**config.mk**
```make
export PLATFORM = sky130hd
export DESIGN_NAME = demux_frame_decoder
export DESIGN_NICKNAME = d
export VERILOG_FILES = /design/src/rtl/demux_frame_decoder.sv
export SDC_FILE = /design/constraint.sdc
export NUM_CORES = 1
export LEC_CHECK = 0
export CELL_PAD_IN_SITES_DETAIL_PLACEMENT = 0
export CELL_PAD_IN_SITES_GLOBAL_PLACEMENT = 1
export CORE_UTILIZATION = 35
export CTS_CLUSTER_DIAMETER = 80
export CTS_CLUSTER_SIZE = 14
export DETAILED_ROUTE_END_ITERATION = 8
export PLACE_DENSITY_LB_ADDON = 0.3
export SLEW_MARGIN = 20
export SYNTH_ARGS = -nofsm -noshare
export SYNTH_HDL_FRONTEND = slang
export SYNTH_SLANG_ARGS = --single-unit
```
**constraint.sdc**
```tcl
create_clock -name clk -period 4.1 [get_ports clk]
set_input_delay 0.82 -clock clk [delete_from_list [all_inputs] [get_ports clk]]
set_output_delay 0.82 -clock clk [all_outputs]
set_load 0.02 [all_outputs]
```
**src/rtl/demux_frame_decoder.sv**
```systemverilog
// Serial command-frame decoder feeding a 1:16 demux: start, a3..a0, d[, p] -> sel/din pulse.
// Define DEMUX_FRAME_PARITY_EN to add the trailing even-parity bit and its error path.
module demux_frame_decoder #(
   parameter int unsigned HOLD_CYCLES = 4,
   parameter int unsigned TIMEOUT     = 16
) (
   input  logic       clk,
   input  logic       rst,
   input  logic       rx_bit,
   input  logic       rx_valid,
   output logic [3:0] sel,
   output logic       din,
   output logic       frame_valid,
   output logic       frame_err,
   output logic       busy
);

   localparam int unsigned HW = (HOLD_CYCLES > 1) ? $clog2(HOLD_CYCLES) : 1;
   localparam int unsigned GW = (TIMEOUT > 1) ? $clog2(TIMEOUT) : 1;
   localparam logic [HW-1:0] HOLD_LOAD = HW'(HOLD_CYCLES - 1);
   localparam logic [GW-1:0] GAP_LIMIT = GW'((TIMEOUT > 0) ? TIMEOUT - 1 : 0);

   typedef enum logic [2:0] {
      IDLE,
      ADDR,
      DATA,
`ifdef DEMUX_FRAME_PARITY_EN
      PARITY,
`endif
      HOLD
   } state_e;

   state_e          state_q, state_d;
   logic [1:0]      bit_cnt_q, bit_cnt_d;
   logic [3:0]      addr_sr_q, addr_sr_d;
   logic            data_q, data_d;
   logic [GW-1:0]   gap_cnt_q, gap_cnt_d;
   logic [HW-1:0]   hold_cnt_q, hold_cnt_d;
   logic [3:0]      sel_q, sel_d;
   logic            din_q, din_d;
   logic            frame_valid_q, frame_valid_d;
   logic            frame_err_q, frame_err_d;
   logic            commit, abort, commit_data, timed_out;

   always_ff @(posedge clk) begin
      if (rst) begin
         state_q       <= IDLE;
         bit_cnt_q     <= '0;
         addr_sr_q     <= '0;
         data_q        <= 1'b0;
         gap_cnt_q     <= '0;
         hold_cnt_q    <= '0;
         sel_q         <= '0;
         din_q         <= 1'b0;
         frame_valid_q <= 1'b0;
         frame_err_q   <= 1'b0;
      end else begin
         state_q       <= state_d;
         bit_cnt_q     <= bit_cnt_d;
         addr_sr_q     <= addr_sr_d;
         data_q        <= data_d;
         gap_cnt_q     <= gap_cnt_d;
         hold_cnt_q    <= hold_cnt_d;
         sel_q         <= sel_d;
         din_q         <= din_d;
         frame_valid_q <= frame_valid_d;
         frame_err_q   <= frame_err_d;
      end
   end

   always_comb begin
      state_d     = state_q;
      bit_cnt_d   = bit_cnt_q;
      addr_sr_d   = addr_sr_q;
      data_d      = data_q;
      gap_cnt_d   = gap_cnt_q;
      commit      = 1'b0;
      abort       = 1'b0;
      commit_data = data_q;
      timed_out   = (TIMEOUT > 0) && !rx_valid && (gap_cnt_q == GAP_LIMIT);
      case (state_q)
         IDLE: begin
            if (rx_valid && rx_bit) begin
               state_d   = ADDR;
               bit_cnt_d = '0;
               gap_cnt_d = '0;
            end
         end
         HOLD: begin
            if (hold_cnt_q == '0) state_d = IDLE;
         end
         default: begin
            // ADDR / DATA / PARITY share the inter-bit gap watchdog
            if (rx_valid) begin
               gap_cnt_d = '0;
               case (state_q)
                  ADDR: begin
                     addr_sr_d = {addr_sr_q[2:0], rx_bit};
                     bit_cnt_d = bit_cnt_q + 2'd1;
                     if (bit_cnt_q == 2'd3) state_d = DATA;
                  end
                  DATA: begin
                     data_d = rx_bit;
`ifdef DEMUX_FRAME_PARITY_EN
                     state_d = PARITY;
`else
                     commit      = 1'b1;
                     commit_data = rx_bit;
                     state_d     = HOLD;
`endif
                  end
`ifdef DEMUX_FRAME_PARITY_EN
                  PARITY: begin
                     if (rx_bit == ^{addr_sr_q, data_q}) begin
                        commit  = 1'b1;
                        state_d = HOLD;
                     end else begin
                        abort   = 1'b1;
                        state_d = IDLE;
                     end
                  end
`endif
                  default: state_d = IDLE;
               endcase
            end else if (timed_out) begin
               abort   = 1'b1;
               state_d = IDLE;
            end else begin
               gap_cnt_d = gap_cnt_q + 1'b1;
            end
         end
      endcase
   end

   always_comb begin
      sel_d         = sel_q;
      din_d         = din_q;
      hold_cnt_d    = hold_cnt_q;
      frame_valid_d = 1'b0;
      frame_err_d   = abort;
      if (commit) begin
         sel_d         = addr_sr_q;
         din_d         = commit_data;
         frame_valid_d = 1'b1;
         hold_cnt_d    = HOLD_LOAD;
      end else if (state_q == HOLD) begin
         if (hold_cnt_q == '0) din_d = 1'b0;
         else                  hold_cnt_d = hold_cnt_q - 1'b1;
      end
   end

   assign sel         = sel_q;
   assign din         = din_q;
   assign frame_valid = frame_valid_q;
   assign frame_err   = frame_err_q;
   assign busy        = (state_q != IDLE);

endmodule
```
==> out/metrics.cfg <==
[run_status]
status = completed

[yosys]
synthTopCellsByArea = dfxtp_1 41%, ha_1 8.5%, mux2i_1 7.8%, nand2_1 4.7%, a21oi_1 4.4%
yosysSeqAreaShare = 0.409
synth_top_cell_by_area = dfxtp_1
syn_inst = 110
yosys.area_share.simple = 0.227
syn_nets = 121
yosysUniqueCellTypes = 32
yosysTopAreaCellShare = 0.409
syn_area_mm2 = 0.00103
syn_avg_cell_area_um2 = 9.35
synth-edff-count = 0
ys.warnings.count = 0
synthFlopType = dfxtp_1
synthMuxAreaShare = 0.0888
async_flop_share = 0
synthXorXnorAreaFrac = 0.00852
synth-seq-cells = 21
synth_compound_area_frac = 0.145
synth_top_family_by_area = simple AND/OR/NAND/NOR gates
synth-adder-area-share = 0.0852

[clock_tree]
clock-sinks = 21
cts_tree = built
cts_root_buffer = clkbuf_4
cts.reportedPaths.clkPinSlew_ns = 0.12
post_cts_resized = 0
numCtsBuffers = 3
post-cts-setup-buffer-count = 0
cts_hold_buffers = 0
htreeDepth = 1
cts_buffer_depth = 2
clk_latency_ns = 0.31

[timing]
fin_crit_sh = 0.642
layout_min_cycle_time_ns = 2.63
setup_viol = 0
tns_ns = 0
slew_headroom = 0.473
finalHoldViolCount = 0
slew_violations = 0
fmax_mhz = 380
whs_ns = 0.462
worst_pin_slew_ns = 0.787
finClkSkew_ns = 0.0101
rsz0062_at_grt = no
worst_slack_ns = 1.47

[global_routing]
grt-ovfl-total = 0
first_global_vias = 696
gr-usage-all-layers = 0.135
grt_max_degree = 23
grt_pass1_wl_mm = 3.20
antenna_found_initial = 0

[critical_path]
worstSetupStartpointType = register
cp_slowest_cell = clkdlybuf4s50_1
reg2reg_slack_ns = 2.23
r2r-start = state_q[0]$_SDFFE_PP0P_
r2r.worst_path.cells = 6
cp_common_cell = inv_1
path_buf_inv = 3
cp_slowest_stage_delay_ns = 0.60
crit_end = busy
required_ns = 3.28
worst-path-max-fanout = 7
cp_cell_sequence = inv_1 > ha_1 > inv_1 > clkdlybuf4s50_1
r2r_end = state_q[0]$_SDFFE_PP0P_
startpoint = state_q[0]$_SDFFE_PP0P_
crit_family = buffers and inverters
crit_type = reg2out
endpoint_kind = output pin
critical_path_arrival_ns = 1.81
crit_cells = 4

[placement]
hpwl_mm = 1.39
dpl_cell_area_mm2 = 0.00116
place_ws_ns = 1.60
io_buffers = 11
gp_congestion = 0.792

[floorplan]
rows = 19
chipWidth_um = 56.2
die_area_mm2 = 0.00316
die_h_um = 56.2
core_area_mm2 = 0.00278
num_io_pins = 12
start_util = 0.370

[finish]
drive_above_1_share = 0.0902
final_core_util = 0.426
finish.instance_area_mm2 = 0.00119
num_antenna_cells = 0
fin_nets = 134
synthToLayoutAreaGrowth_pct = 15.3

[route]
wirelength_mm = 1.86
vias = 780
viasPerCell = 5.10
dr.pass1.iters = 4
route.detailed.drc = 0
wl_per_cell_um = 12.1
drt.antenna.violating_nets = 0
drtIter0Drc = 13

[pwr]
vdd_drop_max_v = 0.000322
powerDensity_mw_per_mm2 = 428
p_leak_nw = 0.465

[min_path]
min_from = sel[1]$_SDFFE_PP0P_
min_path_type = reg2reg

[job]
max_cap_violations = 0

layout make-up:
cell class / count / area (um2)
Clock buffer: 3 / 22.5
Tap cell: 31 / 38.8
Fill cell: 293 / 1600
Multi-Input combinational cell: 81 / 571
Inverter: 5 / 18.8
Timing Repair Buffer: 11 / 110
Clock inverter: 1 / 5.00
Sequential cell: 21 / 420
routing by layer:
layer | part of all wire | wire length [um] | up-vias | global-route usage
met2 | 0.46 | 856 | 5 | 0.209
met3 | 0.021 | 39 | 4 | 0.0419
met1 | 0.50 | 931 | 364 | 0.171
met4 | 0.016 | 29 | 0 | 0.0627
li1 | - | - | 407 | -
met5 | 0 | 0 | - | 0
per-stage QoR:
| step | power, W | instances |
|---|---|---|
| 2_1_floorplan | 0.000371 | 110 |
| 3_3_place_gp | 0.000407 | 149 |
| 3_5_place_dp | 0.000410 | 149 |
| 4_1_cts | 0.000512 | 153 |
| 5_1_grt | 0.000546 | 153 |
| 6_report | 0.000508 | 153 |
sequential cells by signal (all words and copies together) (netlist names):
| signal | cells |
|---|---|
| addr_sr_q | 4 |
| gap_cnt_q | 4 |
| sel | 4 |
| bit_cnt_q | 2 |
| hold_cnt_q | 2 |
| state_q | 2 |
| din | 1 |
| frame_err | 1 |
| frame_valid | 1 |
cells in the final DEF (no fill, tap or decap), drive strengths merged:
cell            n
dfxtp          21
nand2          13
nor2           12
clkdlybuf4s50  11
a21oi           9
mux2i           8
ha              7
nand3           6
inv             5
o21ai           4
clkbuf          3
and3            2
a211oi          2
nor3b           2
and2b           2
nor2b           1
a21boi          1
xnor2           1
nand2b          1
nor3            1
or3b            1
o211ai          1
a31oi           1
mux2            1
and4b           1
a2111oi         1
nand3b          1
or3             1
o32ai           1
clkinv          1
power breakdown:
| part | switching, W | leakage (nW) | total (W) | internal (W) |
|---|---|---|---|---|
| clock | 0.0000649 | 0.0177 | 0.000101 | 0.0000365 |
| combinational | 0.0000952 | 0.278 | 0.000182 | 0.0000866 |
| sequential | 0.00000971 | 0.169 | 0.000225 | 0.000215 |
| total | 0.000170 | 0.465 | 0.000508 | 0.000338 |
cell usage after synthesis (2+ instances only):
| cell | number |
|---|---|
| dfxtp_1 | 21 |
| nand2_1 | 13 |
| nor2_1 | 12 |
| a21oi_1 | 9 |
| mux2i_1 | 8 |
| ha_1 | 7 |
| inv_1 | 5 |
| nand3_1 | 5 |
| o21ai_0 | 4 |
| a211oi_1 | 2 |
| and3_1 | 2 |
| clkbuf_1 | 2 |
worst reg2reg max path: stages, from the launching register on:
cell and delay [ns]:
dfxtp_1 0.40, inv_1 0.09, ha_1 0.38, nor2b_1 0.20
a2111oi_4 0.41, mux2i_1 0.22, nor2_1 0.05
cell families after synthesis:
kind of cell | after synthesis
muxes | 9
buffers and inverters | 8
DFF | 21
adders and majority gates | 7
xor gates and xnor gates | 1
and+or+nand+nor | 44
AOI/OAI and AO/OA | 20
worst min path at each step:
stage                                to  depth (start not counted)  slack (ns)
floorplan           sel[3]$_SDFFE_PP0P_                          2        0.43
global placement    sel[1]$_SDFFE_PP0P_                          2        0.44
detailed placement  sel[1]$_SDFFE_PP0P_                          2        0.45
CTS                 sel[1]$_SDFFE_PP0P_                          2        0.47
global route        sel[1]$_SDFFE_PP0P_                          2        0.48
finish              sel[1]$_SDFFE_PP0P_                          2        0.46
(Power assumes the default switching activity.)
